[src/rtl/note_sequencer_pkg.sv]
// -----------------------------------------------------------------------------
// audio_pkg
// Shared widths, constants and types for the note sequencer and the
// tone-generator interface it feeds.
//   TONE_W / VOL_W / DUR_W : field widths of a note command
//   TONE_REST              : tone code meaning "silence"
//   TONE_MAX_DEFAULT       : highest playable tone code by default
//   note_t                 : one queued note {tone, vol, dur}
//   state_t                : playback state machine encoding
// -----------------------------------------------------------------------------
package audio_pkg;

    localparam int TONE_W           = 6;
    localparam int VOL_W            = 4;
    localparam int DUR_W            = 12;
    localparam int TONE_MAX_DEFAULT = 48;

    localparam logic [TONE_W-1:0] TONE_REST = '0;

    typedef struct packed {
        logic [TONE_W-1:0] tone;
        logic [VOL_W-1:0]  vol;
        logic [DUR_W-1:0]  dur;
    } note_t;

    typedef enum logic [1:0] {
        IDLE,
        LOAD,
        PLAY,
        GAP
    } state_t;

    // A tone is audible when it is not a rest and within the generator's range.
    function automatic logic tone_audible(input logic [TONE_W-1:0] tone,
                                          input int                tone_max);
        return (tone != TONE_REST) && (int'(tone) <= tone_max);
    endfunction

endpackage

[src/rtl/note_sequencer_if.sv]
// -----------------------------------------------------------------------------
// note_sequencer_if
// valid/ready push bus carrying note commands into the sequencer.
//   NOTE_VALID : producer has a command
//   NOTE_READY : sequencer accepts it on this edge
//   NOTE_TONE  : tone code (0 = rest)
//   NOTE_VOL   : volume
//   NOTE_DUR   : duration in ticks
// master = command producer (song reader), slave = sequencer.
// -----------------------------------------------------------------------------
interface note_sequencer_if;

    logic                          NOTE_VALID;
    logic                          NOTE_READY;
    logic [audio_pkg::TONE_W-1:0]  NOTE_TONE;
    logic [audio_pkg::VOL_W-1:0]   NOTE_VOL;
    logic [audio_pkg::DUR_W-1:0]   NOTE_DUR;

    modport master (
        output NOTE_VALID, NOTE_TONE, NOTE_VOL, NOTE_DUR,
        input  NOTE_READY
    );

    modport slave (
        input  NOTE_VALID, NOTE_TONE, NOTE_VOL, NOTE_DUR,
        output NOTE_READY
    );

endinterface

[src/rtl/note_sequencer_fifo.sv]
// -----------------------------------------------------------------------------
// note_fifo
// Synchronous FIFO of note entries with registered read data.
//   clk       : clock
//   clr       : synchronous clear (reset or flush), empties the queue
//   push      : write push_data (ignored when full)
//   push_data : entry to enqueue
//   pop       : advance the head (ignored when empty)
//   pop_data  : entry popped on the previous pop edge
//   full/empty/level : occupancy status
// -----------------------------------------------------------------------------
module note_fifo
    import audio_pkg::*;
#(
    parameter int DEPTH = 8
) (
    input  logic                   clk,
    input  logic                   clr,
    input  logic                   push,
    input  note_t                  push_data,
    input  logic                   pop,
    output note_t                  pop_data,
    output logic                   full,
    output logic                   empty,
    output logic [$clog2(DEPTH):0] level
);

    localparam int AW = $clog2(DEPTH);

    note_t          mem [DEPTH];
    logic [AW-1:0]  wr_ptr_q, wr_ptr_d;
    logic [AW-1:0]  rd_ptr_q, rd_ptr_d;
    logic [AW:0]    count_q, count_d;
    note_t          pop_data_q;
    logic           push_ok;
    logic           pop_ok;

    assign full    = (count_q == (AW+1)'(DEPTH));
    assign empty   = (count_q == '0);
    assign push_ok = push && !full;
    assign pop_ok  = pop && !empty;

    always_comb begin
        wr_ptr_d = wr_ptr_q;
        rd_ptr_d = rd_ptr_q;
        count_d  = count_q;
        if (push_ok) wr_ptr_d = wr_ptr_q + 1'b1;
        if (pop_ok)  rd_ptr_d = rd_ptr_q + 1'b1;
        case ({push_ok, pop_ok})
            2'b10:   count_d = count_q + 1'b1;
            2'b01:   count_d = count_q - 1'b1;
            default: count_d = count_q;
        endcase
    end

    always_ff @(posedge clk) begin
        if (clr) begin
            wr_ptr_q   <= '0;
            rd_ptr_q   <= '0;
            count_q    <= '0;
            pop_data_q <= '0;
        end else begin
            wr_ptr_q <= wr_ptr_d;
            rd_ptr_q <= rd_ptr_d;
            count_q  <= count_d;
            if (pop_ok) pop_data_q <= mem[rd_ptr_q];
        end
    end

    // Storage has no reset so it can map onto block/distributed RAM.
    always_ff @(posedge clk) begin
        if (push_ok) mem[wr_ptr_q] <= push_data;
    end

    assign pop_data = pop_data_q;
    assign level    = count_q;

endmodule

[src/rtl/note_sequencer.sv]
// -----------------------------------------------------------------------------
// note_sequencer
// Queues note commands and drives TONE/VOL of the tone generator for each
// note's duration (in ticks of TICK_HZ), followed by a silent gap.
//   CLK, RST    : clock, synchronous active-high reset
//   note_in     : valid/ready note command bus (slave side)
//   PAUSE       : level, freezes playback and mutes VOL
//   FLUSH       : pulse, drops queue and the current note
//   TONE, VOL   : to tone generator
//   BUSY        : playing or queue non-empty
//   DONE        : one-cycle pulse when playback drains to idle
//   LEVEL       : queue occupancy
// -----------------------------------------------------------------------------
module note_sequencer
    import audio_pkg::*;
#(
    parameter int CLK_HZ     = 100000000,
    parameter int TICK_HZ    = 1000,
    parameter int FIFO_DEPTH = 8,
    parameter int GAP_TICKS  = 10,
    parameter int TONE_MAX   = TONE_MAX_DEFAULT
) (
    input  logic                        CLK,
    input  logic                        RST,
    note_sequencer_if.slave             note_in,
    input  logic                        PAUSE,
    input  logic                        FLUSH,
    output logic [TONE_W-1:0]           TONE,
    output logic [VOL_W-1:0]            VOL,
    output logic                        BUSY,
    output logic                        DONE,
    output logic [$clog2(FIFO_DEPTH):0] LEVEL
);

    localparam int TICK_CYCLES = CLK_HZ / TICK_HZ;
    localparam int PW          = $clog2(TICK_CYCLES);
    localparam int GW          = (GAP_TICKS > 0) ? $clog2(GAP_TICKS + 1) : 1;
    localparam logic [PW-1:0] PRESC_LAST = PW'(TICK_CYCLES - 1);

    state_t              state_q, state_d;
    logic [TONE_W-1:0]   tone_q, tone_d;
    logic [VOL_W-1:0]    vol_q, vol_d;
    logic [DUR_W-1:0]    rem_q, rem_d;
    logic [PW-1:0]       presc_q, presc_d;
    logic [GW-1:0]       gap_q, gap_d;
    logic                played_q, played_d;
    logic                done_q, done_d;

    logic   ready;
    logic   fifo_push;
    logic   fifo_pop;
    logic   fifo_full;
    logic   fifo_empty;
    note_t  push_entry;
    note_t  head;
    logic   tick;

    assign ready              = !fifo_full && !FLUSH && !RST;
    assign note_in.NOTE_READY = ready;
    assign fifo_push          = note_in.NOTE_VALID && ready;
    assign push_entry         = '{tone: note_in.NOTE_TONE,
                                  vol:  note_in.NOTE_VOL,
                                  dur:  note_in.NOTE_DUR};

    note_fifo #(.DEPTH(FIFO_DEPTH)) u_fifo (
        .clk       (CLK),
        .clr       (RST || FLUSH),
        .push      (fifo_push),
        .push_data (push_entry),
        .pop       (fifo_pop),
        .pop_data  (head),
        .full      (fifo_full),
        .empty     (fifo_empty),
        .level     (LEVEL)
    );

    assign tick = (presc_q == PRESC_LAST);

    always_comb begin
        state_d  = state_q;
        tone_d   = tone_q;
        vol_d    = vol_q;
        rem_d    = rem_q;
        presc_d  = presc_q;
        gap_d    = gap_q;
        played_d = played_q;
        done_d   = 1'b0;
        fifo_pop = 1'b0;

        if (FLUSH) begin
            state_d  = IDLE;
            tone_d   = '0;
            vol_d    = '0;
            rem_d    = '0;
            presc_d  = '0;
            gap_d    = '0;
            played_d = 1'b0;
        end else if (!PAUSE) begin
            // While paused nothing below runs: counters, state and pops freeze.
            unique case (state_q)
                IDLE: begin
                    tone_d   = '0;
                    vol_d    = '0;
                    played_d = 1'b0;
                    if (!fifo_empty) begin
                        fifo_pop = 1'b1;
                        state_d  = LOAD;
                    end
                end
                LOAD: begin
                    // head holds the entry popped on the previous edge.
                    if (head.dur == '0) begin
                        if (!fifo_empty) begin
                            fifo_pop = 1'b1;
                        end else begin
                            state_d = IDLE;
                            done_d  = played_q;
                        end
                    end else begin
                        played_d = 1'b1;
                        state_d  = PLAY;
                        rem_d    = head.dur;
                        presc_d  = '0;
                        if (tone_audible(head.tone, TONE_MAX)) begin
                            tone_d = head.tone;
                            vol_d  = head.vol;
                        end else begin
                            tone_d = '0;
                            vol_d  = '0;
                        end
                    end
                end
                PLAY: begin
                    presc_d = tick ? '0 : presc_q + 1'b1;
                    if (tick) begin
                        rem_d = rem_q - 1'b1;
                        if (rem_q == DUR_W'(1)) begin
                            tone_d = '0;
                            vol_d  = '0;
                            if (GAP_TICKS > 0) begin
                                state_d = GAP;
                                gap_d   = GW'(GAP_TICKS);
                            end else if (!fifo_empty) begin
                                fifo_pop = 1'b1;
                                state_d  = LOAD;
                            end else begin
                                state_d = IDLE;
                                done_d  = played_q;
                            end
                        end
                    end
                end
                GAP: begin
                    presc_d = tick ? '0 : presc_q + 1'b1;
                    if (tick) begin
                        gap_d = gap_q - 1'b1;
                        if (gap_q == GW'(1)) begin
                            if (!fifo_empty) begin
                                fifo_pop = 1'b1;
                                state_d  = LOAD;
                            end else begin
                                state_d = IDLE;
                                done_d  = played_q;
                            end
                        end
                    end
                end
                default: state_d = IDLE;
            endcase
        end
    end

    always_ff @(posedge CLK) begin
        if (RST) begin
            state_q  <= IDLE;
            tone_q   <= '0;
            vol_q    <= '0;
            rem_q    <= '0;
            presc_q  <= '0;
            gap_q    <= '0;
            played_q <= 1'b0;
            done_q   <= 1'b0;
        end else begin
            state_q  <= state_d;
            tone_q   <= tone_d;
            vol_q    <= vol_d;
            rem_q    <= rem_d;
            presc_q  <= presc_d;
            gap_q    <= gap_d;
            played_q <= played_d;
            done_q   <= done_d;
        end
    end

    // Pause mutes immediately while the latched volume is kept for resume.
    assign TONE = tone_q;
    assign VOL  = PAUSE ? '0 : vol_q;
    assign BUSY = (state_q != IDLE) || !fifo_empty;
    assign DONE = done_q;

endmodule

[src/flat_wrapper.sv]
// flat-port wrapper written by rule: the top's interface ports become plain ports
module note_sequencer_flat import audio_pkg::*;
#(
    parameter int CLK_HZ     = 100000000,
    parameter int TICK_HZ    = 1000,
    parameter int FIFO_DEPTH = 8,
    parameter int GAP_TICKS  = 10,
    parameter int TONE_MAX   = TONE_MAX_DEFAULT
)
  (CLK, RST, PAUSE, FLUSH, TONE, VOL, BUSY, DONE, LEVEL, note_in_NOTE_VALID, note_in_NOTE_TONE, note_in_NOTE_VOL, note_in_NOTE_DUR, note_in_NOTE_READY);
  note_sequencer_if note_in_i ();
  input  logic CLK;
  input  logic RST;
  input  logic PAUSE;
  input  logic FLUSH;
  output logic [TONE_W-1:0] TONE;
  output logic [VOL_W-1:0] VOL;
  output logic BUSY;
  output logic DONE;
  output logic [$clog2(FIFO_DEPTH):0] LEVEL;
  input wire logic [$bits(note_in_i.NOTE_VALID)-1:0] note_in_NOTE_VALID;
  input wire logic [$bits(note_in_i.NOTE_TONE)-1:0] note_in_NOTE_TONE;
  input wire logic [$bits(note_in_i.NOTE_VOL)-1:0] note_in_NOTE_VOL;
  input wire logic [$bits(note_in_i.NOTE_DUR)-1:0] note_in_NOTE_DUR;
  output wire logic [$bits(note_in_i.NOTE_READY)-1:0] note_in_NOTE_READY;
  assign note_in_i.NOTE_VALID = note_in_NOTE_VALID;
  assign note_in_i.NOTE_TONE = note_in_NOTE_TONE;
  assign note_in_i.NOTE_VOL = note_in_NOTE_VOL;
  assign note_in_i.NOTE_DUR = note_in_NOTE_DUR;
  assign note_in_NOTE_READY = note_in_i.NOTE_READY;
  note_sequencer #(.CLK_HZ(CLK_HZ), .TICK_HZ(TICK_HZ), .FIFO_DEPTH(FIFO_DEPTH), .GAP_TICKS(GAP_TICKS), .TONE_MAX(TONE_MAX)) u_core (.CLK(CLK), .RST(RST), .note_in(note_in_i), .PAUSE(PAUSE), .FLUSH(FLUSH), .TONE(TONE), .VOL(VOL), .BUSY(BUSY), .DONE(DONE), .LEVEL(LEVEL));
endmodule
[config.mk]
export PLATFORM = sky130hd
export DESIGN_NAME = note_sequencer_flat
export DESIGN_NICKNAME = d
export VERILOG_FILES = /design/src/rtl/note_sequencer_pkg.sv /design/src/rtl/note_sequencer_if.sv /design/src/rtl/note_sequencer_fifo.sv /design/src/rtl/note_sequencer.sv /design/src/flat_wrapper.sv
export SDC_FILE = /design/constraint.sdc
export NUM_CORES = 1
export LEC_CHECK = 0
export ABC_CLOCK_PERIOD_IN_PS = 4600
export CAP_MARGIN = 5
export CELL_PAD_IN_SITES_DETAIL_PLACEMENT = 0
export CELL_PAD_IN_SITES_GLOBAL_PLACEMENT = 2
export CORE_ASPECT_RATIO = 1.4
export CORE_MARGIN = 10
export CORE_UTILIZATION = 41
export CTS_BUF_LIST = sky130_fd_sc_hd__clkbuf_4 sky130_fd_sc_hd__clkbuf_8
export DETAILED_ROUTE_END_ITERATION = 8
export PLACE_DENSITY_LB_ADDON = 0.25
export SYNTH_ARGS = -nofsm -noshare
export SYNTH_HDL_FRONTEND = slang
export SYNTH_HIERARCHICAL = 1
export SYNTH_SLANG_ARGS = --single-unit
[constraint.sdc]
create_clock -name CLK -period 4.6 [get_ports CLK]
set_clock_uncertainty 0.05 [all_clocks]
set_input_delay 1.15 -clock CLK [delete_from_list [all_inputs] [get_ports CLK]]
set_output_delay 1.15 -clock CLK [all_outputs]
set_load 0.005 [all_outputs]
==> metrics.txt, run 1 <==
status finished, final reports clean; Core ar. 0.02538 mm^2; Die Y-Extent 210.0 um; Synth cell types 66; post-synth top area share 0.4999; Data arrival, critical path 2.52 ns; actual slew at the worst max-slew pin 1.144 ns; setup TNS 0 ns; VDD IR max 0.0002394 V; num rows 69; Clk Latency, worst-skew pair 0.55 ns; data required time at the worst endpoint 3.40 ns; postcts setup bufs 0; PD cells 367.6 mW/mm^2; layout cells sized above 1 0.2214; global-route wire length before repair 38230 um; Area contributors post-synth edfxtp_1, dfxtp_1, mux4_2, nor2_1, nor3_2; Slew Viols, Final 0; Setup Viol. Count Final 0; Clock power frac 0.432; pin count of the biggest net entering global routing 53; final WL 24350 um; Tot GR Track Use 0.1484; CTS HTree Levels 2; vias in the first global route 6788; Lkg Pwr 3.834 nW; switch share 0.2080; global placer's final weighted congestion 0.7907; fraction of registers with async set/reset 0; DR DRC count 0; post-synthesis instance total 729; antenna cell count 0; HP Class flip-flop to flip-flop; Syn Area/Cell 14.50 um^2; Synthesized Nets 767; Die ar. 0.03270 mm^2; crit start category input port; I/O pin count 44; Int Pwr 3.549 mW; final hold viol count 0; Clock Tree Buf Depth 3; HPWL after detailed placement 15040 um; CTS root buf clkbuf_8; fin crit share 0.8080; Synth Cell Area 0.01057 mm^2; most frequent cells after synthesis edfxtp_1, dfxtp_1, nor2_1; Synth-to-Final Area Change 15.32%; nets@finish 837; net switching power 932.0 uW; Setup CP Type input port to output port; Hold Buf Count CTS 0; sequential power share 0.549; Post-synth EDFFs 176; DRC violation total after the first TritonRoute iteration 292; fmax 269.0 MHz; initial antenna violation count 0; crit-path max FO 2; clock-pin slew on the worst setup and hold paths 0.06 ns; CTS sink count 255; post-route minimum period 3.717 ns; die width 155.7 um; RSZ-0062 raised after global routing no; port buffer count 43; cell taking the most area after synthesis edfxtp_1; drt wl/cell 21.17 um; drt pass-1 iters 4; count leader, synth edfxtp_1; MaxCap Viol Count 0; vias per cell 5.612; Comb power frac 0.019; Relative slew margins 0.2337; global route total overflow 0; antenna-violating nets left 0; Post-synth top flop edfxtp_1; CTS buffer count 41; TritonCTS clock tree yes; post-CTS sizing 0; Worst Setup End Kind output port; routed vias 6454; #FFs+latches synth 255; fin util 0.4803; starting density of the core 0.4165; register area share after synthesis 0.6495; yosys warns 6
## state kept, by name (all words and copies together) (netlist names), named ones only
register / cells
u_core/gap_q: 4
u_core/presc_q: 17
u_core/vol_q: 4
u_core/u_fifo/pop_data: 22
u_core/TONE: 6
u_core/u_fifo/rd_ptr_q: 3
u_core/played_q: 1
u_core/state_q: 1
u_core/rem_q: 12
u_core/u_fifo/wr_ptr_q: 3
u_core/DONE: 1
u_core/u_fifo/mem: 176
u_core/u_fifo/level: 4
## layer usage
layer	global-route usage	vias up	share of wire
met5	0	-	0
met4	0.04916	0	0.022
met3	0.03199	46	0.045
met2	0.2663	135	0.53
met1	0.1708	3260	0.40
li1	-	3013	-
## logic make-up (layout without fill, tap and decap cells)
| kind of cell | after synthesis | in the layout | synth area share |
|---|---|---|---|
| AOI/OAI and AO/OA | 135 | 135 | 0.08451 |
| xor gates and xnor gates | 11 | 11 | 0.009114 |
| adders and majority gates | 11 | 11 | 0.01373 |
| buffers and inverters | 54 | 156 | 0.02864 |
| DFF | 255 | 255 | 0.6495 |
| muxes | 48 | 48 | 0.09753 |
| and+or+nand+nor | 215 | 215 | 0.1169 |
## area by class of cell
type,instances,area (um^2)
Fill cell,2241,13190
Sequential cell,255,6869
Multi-Input combinational cell,420,3445
Clock buffer,57,709.4
Timing Repair Buffer,65,595.6
Tap cell,319,399.1
Clock inverter,18,112.6
Inverter,16,60.06
## critical path: stages
cell and delay (ns):
clkdlybuf4s50_1 0.45, nor2_1 0.18, inv_2 0.06, nor2_1 0.12, clkdlybuf4s50_1 0.56
## layout by cell type, fill, tap and decap left out, types with 6 or more instances in the layout
master,instances
nand3_1,15
inv_1,15
ha_1,10
nand2_1,37
nor2b_1,6
clkdlybuf4s50_1,43
clkinv_1,6
nand4_1,10
edfxtp_1,176
a211oi_1,7
a21oi_1,26
dfxtp_1,77
a22o_1,12
clkbuf_8,45
nor4_1,11
nor3_2,25
clkinv_2,9
mux4_2,44
buf_4,22
nor2_1,58
xor2_1,8
nor3_1,9
clkbuf_4,12
or3_1,6
a31oi_1,11
o22ai_1,23
o21ai_0,22
or4_1,6
## metrics by stage
stage	std cells	power, mW	hold slack (ns)	setup WS [ns]	instance area [um^2]
final	1150	4.481	0.4155	0.8831	12190
after global routing	1150	4.656	0.4306	0.6426	12190
after CTS	1150	4.548	0.4103	0.8595	12190
after detailed placement	1075	2.595	0.4028	0.5892	11370
after floorplan	729	2.538	0.3746	0.3077	10580
after global placement	1075	2.591	0.3997	0.6073	11370
## final timing paths
path,from,slack [ns],to,cells after the start
hold / removal,u_core/played_q,0.42,u_core/DONE,2
hold reg to reg,u_core/played_q,0.42,u_core/DONE,2
setup / recovery,FLUSH,0.88,note_in_NOTE_READY,5
setup reg to reg,u_core/presc_q[0],0.94,u_core/u_fifo/level[3],13
## power groups by stage
stage	sequential, mW	combinational, mW	clock [mW]
floorplan	2.51	0.0305	0
global placement	2.51	0.0839	0
detailed placement	2.51	0.0870	0
CTS	2.46	0.0871	2.00
global route	2.46	0.0943	2.10
finish	2.46	0.0852	1.94
Note: power is estimated with default switching activity, not from simulation.
==> run 2, diff against run 1 <==
ABC_CLOCK_PERIOD_IN_PS = 3400   (was 4600)
clock period = 3.4 ns   (was 4.6 ns; I/O delays follow)
==> metrics.txt, run 2 (synthesis gave the netlist of run 1 again) <==
HPWL after detailed placement 15380 um; design area 0.01246 mm^2; Setup CP Type input port to output port; Data arrival, critical path 2.32 ns; reg2reg end u_core/u_fifo/level[3]; data required time at the worst endpoint 2.50 ns; Hold Crit Endpoint u_core/DONE; Hold Path Stages 2; max reg flops 176; routed vias 6557; drt pass-1 iters 5; CTS buffer count 41; initial antenna violation count 0; antenna cell count 0; Core ar. 0.02538 mm^2; postcts setup bufs 0; area post-placement 0.01167 mm^2; DR DRC count 0; Slew Viols, Final 0; final worst slack 0.1829 ns; Die Y-Extent 210.0 um; met3 wire len 978 um; antenna-violating nets left 0; layout cells sized above 1 0.2403; Synth-to-Final Area Change 17.90%; pin count of the biggest net entering global routing 35; fin crit share 0.9462; Crit-path slowest cell clkdlybuf4s50_1; R2R setup slack 0.26 ns; M1 WL 10080 um; DRC violation total after the first TritonRoute iteration 344; crit-path max FO 2; post-route total power 5.964 mW; Tot GR Track Use 0.1518; routed length on met2 13080 um; crit start category input port; clock-pin slew on the worst setup and hold paths 0.06 ns; Worst Setup End Kind output port; Lkg Pwr 3.930 nW; status finished, final reports clean; Clk Latency, worst-skew pair 0.53 ns; port buffer count 43; # fillers 2214; MaxCap Viol Count 0; post-route minimum period 3.217 ns; actual slew at the worst max-slew pin 1.134 ns; drt wl/cell 21.15 um; RSZ-0062 raised after global routing no; Max Used Layer met4; Die ar. 0.03270 mm^2; Clock Tree Buf Depth 3; most common cell after layout, fill and taps aside edfxtp_1; post-CTS sizing 0; Relative slew margins 0.2404; Hold Path Origin u_core/played_q; worst reg2reg path startpoint u_core/presc_q[1]; setup TNS 0 ns; hold slack final 0.4178 ns; CTS sink count 255; TritonCTS clock tree yes; largest register by flop count u_core/u_fifo/mem; fmax 310.8 MHz; CP peak stage delay 0.50 ns; final hold viol count 0; final WL 24790 um; pre-CTS WS -0.2182 ns; nets@finish 860; global route total overflow 0; die width 155.7 um; CP Cell Sequence clkdlybuf4s50_1 > nor2_1 > inv_2 > nor2_1 > buf_4 > clkdlybuf4s50_1; vias in the first global route 6997; PD cells 478.5 mW/mm^2; I/O pin count 44; Hold Buf Count CTS 0; HP Class flip-flop to flip-flop; num rows 69; vias per cell 5.595; most frequent cells in the layout edfxtp_1, dfxtp_1, nor2_1; FF-to-FF path depth 14; VDD IR max 0.0003059 V; global placer's final weighted congestion 0.8042; global-route wire length before repair 39530 um; CTS HTree Levels 2; CTS root buf clkbuf_8; Setup Viol. Count Final 0; starting density of the core 0.4165
[run 2: cell types whose count changed in the layout (fill, tap and decap cells not counted), moves of 2 or more]
cell / previous run / this run
buf_4: 22 / 35
clkinv_2: 9 / 6
clkinv_1: 6 / 11
clkbuf_4: 12 / 10
buf_12: 0 / 10
clkinvlp_4: 2 / 5
clkbuf_8: 45 / 41
[run 2: metal layers]
| metal | global-route usage | vias up |
|---|---|---|
| li1 | - | 3072 |
| met1 | 0.1807 | 3296 |
| met2 | 0.2677 | 135 |
| met3 | 0.02710 | 54 |
| met4 | 0.05466 | 0 |
| met5 | 0 | - |
[run 2: final cells by class]
type	count	area [um^2]	share of cell area
sequential	255	6870	0.5513
multi-input combinational	420	3462	0.2778
timing repair buffer	88	893.4	0.07168
clock buffer	51	639.4	0.05130
tap	319	399.1	0.03202
clock inverter	23	138.9	0.01114
inverter	16	60.06	0.004819
[run 2: worst max-delay path: cells and delay by family]
family | cells | cell delay (ns)
buf+inv | 4 | 1.14
simple gates | 2 | 0.32
[run 2: worst max-delay path by stage]
stage                                 start                      end  slack, ns  cells past startpoint
final                                 FLUSH       note_in_NOTE_READY       0.18                      6
after global routing      u_core/presc_q[1]   u_core/u_fifo/level[3]       0.01                     14
after CTS                 u_core/presc_q[1]   u_core/u_fifo/level[3]       0.15                     14
after detailed placement              PAUSE   u_core/u_fifo/level[3]      -0.22                     10
after global placement                PAUSE   u_core/u_fifo/level[3]      -0.18                     10
after floorplan                       FLUSH  u_core/u_fifo/mem[2][0]      -0.59                      7
[run 2: where the power goes]
group	internal, mW	switching [mW]	total (mW)
Sequential	3.32	0.00370	3.33
Combinational	0.0504	0.0727	0.123
Clock	1.32	1.19	2.51
Total	4.70	1.27	5.96
[run 2: metrics by stage]
step	util	std cells
after floorplan	-	729
after global placement	0.4599	1098
final	0.4910	1172
after CTS	0.4905	1172
after detailed placement	0.4599	1098
after global routing	0.4910	1172
==> run 3, diff against run 2 <==
ABC_CLOCK_PERIOD_IN_PS = 4000   (was 3400)
CORE_UTILIZATION = 49   (was 41)
SETUP_SLACK_MARGIN = 0.5   (was default)
clock period = 4 ns   (was 3.4 ns; I/O delays follow)
==> metrics.txt, run 3 (synthesis gave the netlist of run 1 again) <==
Hold Path Stages 2; postcts setup bufs 0; Worst Setup End Kind output port; status finished, final reports clean; VDD IR max 0.0003944 V; dpl cells 1018; pin count of the biggest net entering global routing 53; crit start category input port; Synth-to-Final Area Change 14.59%; RSZ-0062 raised after global routing no; global placer's final weighted congestion 0.8307; Clk Latency, worst-skew pair 0.53 ns; final hold viol count 0; CTS buffer count 40; starting density of the core 0.4986; Die Y-Extent 193.8 um; vias in the first global route 6823; CTS sink count 255; initial antenna violation count 0; Slew Viols, Final 0; FF-to-FF path depth 13; actual slew at the worst max-slew pin 1.226 ns; PD cells 420.2 mW/mm^2; die width 144.1 um; final WL 23600 um; most common cell after layout, fill and taps aside edfxtp_1; max reg flops 176; Die ar. 0.02793 mm^2; CTS root buf clkbuf_8; Lkg Pwr 3.812 nW; global route total overflow 0; Tot GR Track Use 0.1719; global-route wire length before repair 37940 um; Setup CP Type input port to output port; routed vias 6482; HPWL after detailed placement 14980 um; nets@finish 838; fmax 292.6 MHz; HP Class flip-flop to flip-flop; # fillers 1733; data required time at the worst endpoint 2.95 ns; clock-pin slew on the worst setup and hold paths 0.06 ns; CTS HTree Levels 2; Clock Tree Buf Depth 3; Hold Buf Count CTS 0; I/O pin count 44; most frequent cells in the layout edfxtp_1, dfxtp_1, nor2_1; fin cells 1088; antenna-violating nets left 0; Setup Viol. Count Final 0; DRC violation total after the first TritonRoute iteration 392; setup TNS 0 ns; Relative slew margins 0.1829; num rows 63; vias per cell 5.958; post-route minimum period 3.418 ns; largest register by flop count u_core/u_fifo/mem; antenna cell count 0; Data arrival, critical path 2.37 ns; Core ar. 0.02120 mm^2; DR DRC count 0; port buffer count 43; MaxCap Viol Count 0; drt wl/cell 21.69 um; TritonCTS clock tree yes; drt pass-1 iters 4; crit-path max FO 2; layout cells sized above 1 0.2162; fin crit share 0.8545; post-CTS sizing 0
run 3: area by class of cell:
type / instances / area (um^2) / area share
timing repair buffer: 67 / 610.6 / 0.05040
clock inverter: 20 / 143.9 / 0.01188
inverter: 16 / 60.06 / 0.004958
tap: 260 / 325.3 / 0.02685
sequential: 255 / 6872 / 0.5672
multi-input combinational: 420 / 3465 / 0.2860
clock buffer: 50 / 638.1 / 0.05268
run 3: per-layer routing:
layer  up-vias  GRT usage  part of all wire
li1       3010          -                 -
met2       155     0.2958              0.52
met4         0    0.06283             0.024
met3        46    0.03235             0.047
met5         -          0                 0
met1      3271     0.2080              0.41
run 3: worst paths after layout:
path / start / slack [ns] / endpoint
worst max-delay path: FLUSH / 0.58 / note_in_NOTE_READY
worst min-delay path: u_core/gap_q[3] / 0.43 / u_core/gap_q[3]
worst max register to register: u_core/presc_q[0] / 0.80 / u_core/u_fifo/level[3]
worst min register to register: u_core/gap_q[3] / 0.43 / u_core/gap_q[3]
run 3: power breakdown:
part	leakage, nW	switching, mW	internal [mW]
Clock	0.402	0.984	1.18
Combinational	1.19	0.0594	0.0394
Sequential	2.22	0.00347	2.82
Total	3.81	1.05	4.04
run 3: through the flow:
step           hold WS, ns  instance area [um^2]    util  total power [mW]  setup slack (ns)
2_1_floorplan       0.3746                 10590       -             2.919           -0.1423
3_3_place_gp        0.4090                 11320  0.5337             2.979            0.1768
3_5_place_dp        0.4164                 11320  0.5337             2.985            0.1583
4_1_cts             0.4280                 12100  0.5705             5.155            0.5138
5_1_grt             0.4495                 12110  0.5713             5.282            0.5004
6_report            0.4307                 12110  0.5713             5.090            0.5820
run 3: worst max-delay path, stage by stage:
cell             delay [ns]
clkdlybuf4s50_1        0.43
nor2_1                 0.22
inv_2                  0.06
nor2_1                 0.11
clkdlybuf4s50_1        0.54
